[src/rtl/aritmetica_seq_pkg.sv]
// Shared state encoding and default constants for the audio arithmetic sequencer.
package aritmetica_seq_pkg;

    typedef enum logic [1:0] {
        ST_IDLE = 2'd0,
        ST_FILT = 2'd1,
        ST_WAIT = 2'd2,
        ST_DAC  = 2'd3
    } seq_state_e;

    localparam int DEF_P           = 10;
    localparam int DEF_F           = 14;
    localparam int DEF_LATENCY     = 2;
    localparam int DEF_DAC_TIMEOUT = 255;
    localparam int CNT_W           = 8;

endpackage

[src/rtl/aritmetica_sequencer_counter.sv]
// Loadable down-counter with zero flag, reused for datapath latency and DAC timeout.
module seq_down_counter
    import aritmetica_seq_pkg::*;
#(
    parameter int W = CNT_W
) (
    input  logic         sclk,
    input  logic         rst,
    input  logic         load,
    input  logic [W-1:0] load_val,
    input  logic         dec,
    output logic         zero
);

    logic [W-1:0] cnt_q;
    logic [W-1:0] cnt_d;

    // A load takes priority over a decrement issued in the same cycle.
    always_comb begin
        cnt_d = cnt_q;
        if (load) begin
            cnt_d = load_val;
        end else if (dec && cnt_q != '0) begin
            cnt_d = cnt_q - 1'b1;
        end
    end

    always_ff @(posedge sclk) begin
        if (rst) begin
            cnt_q <= '0;
        end else begin
            cnt_q <= cnt_d;
        end
    end

    assign zero = (cnt_q == '0);

endmodule

[src/rtl/aritmetica_sequencer.sv]
// Per-sample controller: latches an ADC sample, strobes the filter bank, waits the
// datapath latency, then hands the result to the DAC driver with a timeout.
module aritmetica_sequencer
    import aritmetica_seq_pkg::*;
#(
    parameter int P           = DEF_P,
    parameter int F           = DEF_F,
    parameter int WIDTH       = P + F + 1,
    parameter int LATENCY     = DEF_LATENCY,
    parameter int DAC_TIMEOUT = DEF_DAC_TIMEOUT
) (
    input  logic             sclk,
    input  logic             rst,
    input  logic             adc_done,
    input  logic [WIDTH-1:0] adc_sample,
    input  logic [1:0]       gain_req1,
    input  logic [1:0]       gain_req2,
    input  logic [1:0]       gain_req3,
    output logic [WIDTH-1:0] arit_dato_adc,
    output logic             arit_enable,
    output logic [1:0]       arit_gain1,
    output logic [1:0]       arit_gain2,
    output logic [1:0]       arit_gain3,
    input  logic [WIDTH-1:0] arit_dato_dac,
    output logic [WIDTH-1:0] dac_data,
    output logic             dac_start,
    input  logic             dac_done,
    input  logic             clear_flags,
    output logic             busy,
    output logic             overrun,
    output logic             dac_timeout
);

    localparam logic [CNT_W-1:0] LAT_LOAD = CNT_W'(LATENCY - 1);
    localparam logic [CNT_W-1:0] TO_LOAD  = CNT_W'(DAC_TIMEOUT - 1);

    seq_state_e       state_q, state_d;
    logic [WIDTH-1:0] dato_adc_q, dato_adc_d;
    logic [WIDTH-1:0] dac_data_q, dac_data_d;
    logic [1:0]       gain1_q, gain1_d, gain2_q, gain2_d, gain3_q, gain3_d;
    logic             enable_q, enable_d;
    logic             dac_start_q, dac_start_d;
    logic             busy_q, busy_d;
    logic             overrun_q, overrun_d;
    logic             timeout_q, timeout_d;
    logic             timeout_set;
    logic             cnt_load, cnt_dec, cnt_zero;
    logic [CNT_W-1:0] cnt_val;

    seq_down_counter #(.W(CNT_W)) u_cnt (
        .sclk     (sclk),
        .rst      (rst),
        .load     (cnt_load),
        .load_val (cnt_val),
        .dec      (cnt_dec),
        .zero     (cnt_zero)
    );

    always_comb begin
        state_d     = state_q;
        dato_adc_d  = dato_adc_q;
        dac_data_d  = dac_data_q;
        gain1_d     = gain1_q;
        gain2_d     = gain2_q;
        gain3_d     = gain3_q;
        enable_d    = 1'b0;
        dac_start_d = 1'b0;
        timeout_set = 1'b0;
        cnt_load    = 1'b0;
        cnt_dec     = 1'b0;
        cnt_val     = '0;
        case (state_q)
            ST_IDLE: begin
                if (adc_done) begin
                    dato_adc_d = adc_sample;
                    gain1_d    = gain_req1;
                    gain2_d    = gain_req2;
                    gain3_d    = gain_req3;
                    enable_d   = 1'b1;
                    state_d    = ST_FILT;
                end
            end
            ST_FILT: begin
                cnt_load = 1'b1;
                cnt_val  = LAT_LOAD;
                state_d  = ST_WAIT;
            end
            ST_WAIT: begin
                if (cnt_zero) begin
                    dac_data_d  = arit_dato_dac;
                    dac_start_d = 1'b1;
                    cnt_load    = 1'b1;
                    cnt_val     = TO_LOAD;
                    state_d     = ST_DAC;
                end else begin
                    cnt_dec = 1'b1;
                end
            end
            ST_DAC: begin
                // dac_done seen during the dac_start cycle is stale from the driver's
                // previous job and is ignored.
                if (dac_done && !dac_start_q) begin
                    state_d = ST_IDLE;
                end else if (cnt_zero) begin
                    timeout_set = 1'b1;
                    state_d     = ST_IDLE;
                end else begin
                    cnt_dec = 1'b1;
                end
            end
            default: state_d = ST_IDLE;
        endcase
        overrun_d = (overrun_q & ~clear_flags) | (adc_done & (state_q != ST_IDLE));
        timeout_d = (timeout_q & ~clear_flags) | timeout_set;
        busy_d    = (state_d != ST_IDLE);
    end

    always_ff @(posedge sclk) begin
        if (rst) begin
            state_q     <= ST_IDLE;
            dato_adc_q  <= '0;
            dac_data_q  <= '0;
            gain1_q     <= '0;
            gain2_q     <= '0;
            gain3_q     <= '0;
            enable_q    <= 1'b0;
            dac_start_q <= 1'b0;
            busy_q      <= 1'b0;
            overrun_q   <= 1'b0;
            timeout_q   <= 1'b0;
        end else begin
            state_q     <= state_d;
            dato_adc_q  <= dato_adc_d;
            dac_data_q  <= dac_data_d;
            gain1_q     <= gain1_d;
            gain2_q     <= gain2_d;
            gain3_q     <= gain3_d;
            enable_q    <= enable_d;
            dac_start_q <= dac_start_d;
            busy_q      <= busy_d;
            overrun_q   <= overrun_d;
            timeout_q   <= timeout_d;
        end
    end

    assign arit_dato_adc = dato_adc_q;
    assign arit_enable   = enable_q;
    assign arit_gain1    = gain1_q;
    assign arit_gain2    = gain2_q;
    assign arit_gain3    = gain3_q;
    assign dac_data      = dac_data_q;
    assign dac_start     = dac_start_q;
    assign busy          = busy_q;
    assign overrun       = overrun_q;
    assign dac_timeout   = timeout_q;

endmodule

[config.mk]
export PLATFORM = sky130hd
export DESIGN_NAME = aritmetica_sequencer
export DESIGN_NICKNAME = d
export VERILOG_FILES = /design/src/rtl/aritmetica_seq_pkg.sv /design/src/rtl/aritmetica_sequencer_counter.sv /design/src/rtl/aritmetica_sequencer.sv
export SDC_FILE = /design/constraint.sdc
export NUM_CORES = 1
export LEC_CHECK = 0
export CAP_MARGIN = 25
export CORE_MARGIN = 8
export CORE_UTILIZATION = 30
export DETAILED_ROUTE_END_ITERATION = 16
export PLACE_DENSITY = 0.66
export SLEW_MARGIN = 25
export SYNTH_ARGS = -nofsm -noshare
export SYNTH_HDL_FRONTEND = slang
export SYNTH_SLANG_ARGS = --single-unit
[constraint.sdc]
create_clock -name sclk -period 3.25 [get_ports sclk]
set_input_delay 0.65 -clock sclk [delete_from_list [all_inputs] [get_ports sclk]]
set_output_delay 0.65 -clock sclk [all_outputs]
set_load 0.005 [all_outputs]
; ---- After elaboration in Yosys (flattened, before gate mapping)
; Cells that the tools add are included.
[word_totals]
memories = 0
word_cells = 54
output_inout_bits = 61
reg_bits = 71
latchBits = 0
rom_bits = 0
in_bits = 61
mem_bits_rw = 0
[op_classes]
mul = 0
n_shift = 0
reduce_logical = 13
muxes = 17
n_lt_le_gt_ge = 0
addsub = 1
eq_ne = 3
n_div = 0
bitwise = 8
[ops]
columns = op, count
row1 = 8-bit two-way mux, 3
row2 = 8-bit one-hot mux with 2 select lines, 1
row3 = 8-bit zero test, 1
row4 = 2-bit two-way mux, 4
row5 = 2-bit one-hot mux with 4 select lines, 1
row6 = 8-bit nonzero test, 1
row7 = "8-bit by 1-bit subtractor with 8-bit output, second input constant", 1
row8 = 1-bit two-way mux, 6
row9 = 2-bit nonzero test, 3
row10 = "2-bit equality test, second input constant", 2
row11 = 1-bit one-hot mux with 2 select lines, 2
row12 = 2-bit AND reduction, 2
row13 = 2-bit OR reduction, 2
row14 = 1-bit AND, 3
row15 = 1-bit inverter, 3
row16 = "2-bit by 1-bit equality test with 1-bit output, second input constant", 1
row17 = 1-bit logical AND, 2
row18 = 2-bit zero test, 1
row19 = 1-bit bitwise OR, 2
row20 = 1-bit zero test, 1

; ---- Depth between registers and ports, before layout
[logic_depth]
word_depth = 7
depth_mapped = 8
depth_no_buf = 7

; ---- Hierarchy
; From an unflattened synthesis, not the netlist that was laid out.
[hier_totals]
cells_unflattened = 344
hier_area_um2 = 2811.4
[modules_own_cells]
columns = module, cells_each, area_per_inst_um2, instances
row1 = aritmetica_sequencer, 285, 2296.0, 1
row2 = seq_down_counter, 59, 515.5, 1

; ---- Worst setup path before layout
; OpenSTA, ideal clock, no wires.
[synth_path]
path_type = reg-to-reg
start = register state_q[1]
end = register u_cnt.cnt_q[2]
required_ns = 3.171
setup_ns = 0.079
t_arrival_ns = 1.735
stages_incl_launch_ff = 9
n_path_buf = 2
path_slack_ns = 1.435
path_cell_list = dfxtp_1 -> inv_1 -> ha_1 -> and2_1 -> clkbuf_1 -> a22oi_2 -> buf_4 -> o21ai_1 -> a211oi_2
[synth_via]
elab_chain_cells = 4
[synth_lines]
columns = item, line_no
row1 = "start, declared", aritmetica_sequencer.sv:37  ; seq_state_e state_q, state_d;
row2 = "start signal, assigned", aritmetica_sequencer.sv:132  ; state_q <= state_d;
row3 = 2-bit equality test, aritmetica_sequencer.sv:72  ; case (state_q)
row4 = 1-bit one-hot mux with 2 select lines, aritmetica_sequencer.sv:72
row5 = 1-bit logical AND, aritmetica_sequencer_counter.sv:23  ; end else if (dec && cnt_q != '0) begin
row6 = 2-bit nonzero test (no source line), --
row7 = "end signal, assigned", aritmetica_sequencer_counter.sv:32  ; cnt_q <= cnt_d;
row8 = "end, declared", aritmetica_sequencer_counter.sv:15  ; logic [W-1:0] cnt_q;
; Parallel ways exist; a longest one is shown, timed or not.
; A chain may end at the register's enable or synchronous reset.

; ---- Final worst setup path
[layout_path]
start = register u_cnt.cnt_q[0]
end = register u_cnt.cnt_q[5]
[layout_via]
elab_chain_cells = 6
[layout_lines]
columns = item
row1 = "parallel branches: the longest is 6 deep, another holds 8-bit by 1-bit subtractor with 8-bit output"
; Several ways; the timed one is not identified. The select of a mux whose other input is x is not followed.

==> impl_metrics.json <==
{
  "run_status": "complete, no violations",
  "slew_headroom_pct": 62.9,
  "report.final.setup_viol": 0,
  "synth.yosys.seq_area_share_pct": 54.6,
  "timing.critical_path.fanout_max": 8,
  "detail_route.iter0.violations": 114,
  "placement_rows": 34,
  "layout_commonest_cell": "sky130_fd_sc_hd__clkdlybuf4s50_1",
  "worst_r2r_startpoint": "u_cnt.cnt_q[0]",
  "synthesis.yosys.warnings": 0,
  "wl_per_instance_um": 14.9,
  "reg2reg_slack_ns": 0.97,
  "dpl-instance-area_sq_mm": 0.00393,
  "slowest_stage": "sky130_fd_sc_hd__a211oi_1",
  "area_delta_synth_final_pct": 59.7,
  "antenna_found_initial": 0,
  "layout.nets": 467,
  "fin_crit_sh_pct": 70.1,
  "placedCellCount": 497,
  "tightest_hold_check_type": "reg2reg",
  "grt.busiest_layer": "met2",
  "slowest_delay_ns": 0.48,
  "r2r_cells": 7,
  "yosys.area.top_type": "sky130_fd_sc_hd__dfxtp_1",
  "num_cts_buffers": 9,
  "critical_path_arrival_ns": 2.52,
  "layout_common_cells": "sky130_fd_sc_hd__clkdlybuf4s50_1, sky130_fd_sc_hd__dfxtp_1, sky130_fd_sc_hd__nand2_1",
  "final_critical_path_setup_slack_ns": 0.973,
  "placeableCoreArea_sq_mm": 0.00855,
  "power_mw": 2.73,
  "timing.setup.tns_ns": 0,
  "synth.ff_latch_count": 71,
  "port_buffers": 121,
  "worst_r2r_endpoint": "u_cnt.cnt_q[5]",
  "die_h_um": 109,
  "ys_top_cells_by_area": "sky130_fd_sc_hd__dfxtp_1, sky130_fd_sc_hd__a22o_1, sky130_fd_sc_hd__nand2_1",
  "total_via_count_after_detailed_routing": 2448,
  "first_pass_grt_wire_length_mm": 11.9,
  "drv.max_cap_violation_count": 0,
  "powerDensity_mw_per_mm2": 658,
  "post-cts-setup-buffers": 0,
  "finalCoreUtilization_pct": 48.6,
  "hold_viol": 0,
  "num_antenna_cells": 0,
  "cp_cell_sequence": "inv_1 -> ha_1 -> nor3b_1 -> a211oi_1 -> o32a_1 -> o21ai_0 -> a211oi_1",
  "grt_use_met2_pct": 18.2,
  "path_clk_slew_ns": 0.08,
  "min_from": "dac_data[15]",
  "cts_hold_buffers": 0,
  "setup_crit_end_kind": "flip-flop",
  "grt_pass1_vias": 2474,
  "grt_overflow": 0,
  "detail_route.first_pass.iterations": 5,
  "cts.repair.resized": 0,
  "critPathTopFamily": "compound AO/OA/AOI/OAI gates",
  "routed_via_count_divided_by_cell_count": 4.77,
  "clock_tree.root_cell": "sky130_fd_sc_hd__clkbuf_8",
  "cts-root-to-sink-buffers": 2,
  "global_route.usage.met3_pct": 7.80,
  "post-route-min-period_ns": 2.28,
  "timing_max_transition_violations_final": 0,
  "max_freq_mhz": 439,
  "path_class": "reg2reg",
  "die-width_um": 109,
  "crit_required_ns": 3.49,
  "grt_start_max_net_pins": 39,
  "finalInstanceArea_sq_mm": 0.00416,
  "met1_usage_pct": 14.4,
  "p_leak_nw": 1.49,
  "critical_path.n_buffers_inverters": 1,
  "launching_element_type_of_the_critical_path": "flip-flop",
  "globalplace.congestion": 0.783,
  "irDropWorstVdd_mv": 0.314,
  "hold_depth": 2,
  "cts_tree": "yes",
  "syn_nets": 346,
  "fp.dieArea_sq_mm": 0.0119,
  "clock-sinks": 71,
  "synth.top_cell.area_share_pct": 54.6,
  "drive_above_1_share_pct": 7.16,
  "cts_h_tree_depth": 3,
  "final_cells": 513,
  "routed_wl_mm": 7.63,
  "drt.antenna.violating_nets": 0,
  "final.hold.worst_slack_ns": 0.455,
  "clkLatencyLatePin_ns": 0.34,
  "synthesis.instances": 279,
  "syn_avg_cell_area_sq_um": 9.33,
  "max_slew.worst_pin.slew_ns": 0.555,
  "place_ws_ns": 0.713,
  "timing.clock.skew_ns": 0.00845,
  "worst_hold_path.endpoint": "dac_data[15]",
  "critPathMostFrequentCell": "sky130_fd_sc_hd__a211oi_1",
  "synthesis.area_sq_mm": 0.00260,
  "rsz_0062_raised_after_global_routing": "no",
  "floorplan.initialDensity_pct": 30.4,
  "drcViolationCount": 0,
  "dpl.hpwl_mm": 5.58,
  "num_io_pins": 122,
  "post_synth_num_cell_types": 33,
  "grt_util_all_layers_pct": 12.5
}
==> layer usage <==
layer	share of wire (%)	vias up
met5	0	-
met4	1.4	0
met3	15	13
met2	41	117
met1	42	1106
li1	-	1212
==> cell families (layout without fill, tap and decap cells) <==
group,after synthesis,count (layout),synth area share (%)
AO/OA/AOI/OAI,88,88,23.7
adder cells (fa/ha/maj),6,6,2.88
buffers and inverters,28,154,4.28
flip-flops,71,71,54.6
AND/OR/NAND/NOR,86,86,14.5
==> how the worst max path moves through the flow <==
stage	start	endpoint	slack (ns)	cells past startpoint
final	u_cnt.cnt_q[0]	u_cnt.cnt_q[5]	0.97	7
after global routing	u_cnt.cnt_q[0]	dac_data[17]	0.78	8
after CTS	u_cnt.cnt_q[0]	u_cnt.cnt_q[5]	0.99	7
after detailed placement	dac_done	u_cnt.cnt_q[5]	0.71	6
after global placement	dac_done	u_cnt.cnt_q[5]	0.86	6
after floorplan	state_q[1]	u_cnt.cnt_q[2]	1.44	8
==> flip-flops by register name, indices dropped and copies added, names as in the netlist <==
signal / cells
arit_dato_adc: 25
busy: 1
arit_gain3: 2
dac_timeout: 1
arit_enable: 1
dac_start: 1
arit_gain1: 2
u_cnt.cnt_q: 8
overrun: 1
dac_data: 25
arit_gain2: 2
state_q: 2
==> worst reg2reg max path, stage by stage, from the launching register on <==
cell and delay [ns]:
sky130_fd_sc_hd__dfxtp_1 0.39, sky130_fd_sc_hd__inv_1 0.11, sky130_fd_sc_hd__ha_1 0.20, sky130_fd_sc_hd__nor3b_1 0.17, sky130_fd_sc_hd__a211oi_1 0.48, sky130_fd_sc_hd__o32a_1 0.39, sky130_fd_sc_hd__o21ai_0 0.18, sky130_fd_sc_hd__a211oi_1 0.27
==> synthesized netlist by cell type (all sizes together) <==
cell type / n
clkbuf: 13
nor3b: 1
buf: 3
o32a: 2
a21boi: 1
a311oi: 1
o21bai: 2
or2: 1
or3: 1
or4: 1
nor2: 15
inv: 12
a22oi: 1
o21ai: 5
ha: 6
a22o: 31
nand2: 54
a31oi: 3
and2: 1
nand2b: 2
a211oi: 7
nand3: 1
nor2b: 1
dfxtp: 71
a21oi: 34
o211a: 1
nor3: 7
nor4: 1
==> final cells by class <==
type / count / area [sq um]
inverters: 12 / 45.0
well taps: 108 / 135
multi-input cells: 180 / 1080
clock inverters: 6 / 92.6
flip-flops and latches: 71 / 1420
repair buffers: 126 / 1250
clock buffers: 10 / 138
fillers: 805 / 4390
==> where the power goes <==
group          internal, mW  total [mW]  switching [mW]
clock network         0.459       0.804           0.345
registers             0.998        1.09          0.0915
logic                 0.429       0.840           0.411
total                  1.89        2.73           0.847
Power figures use the tool's default switching activity.
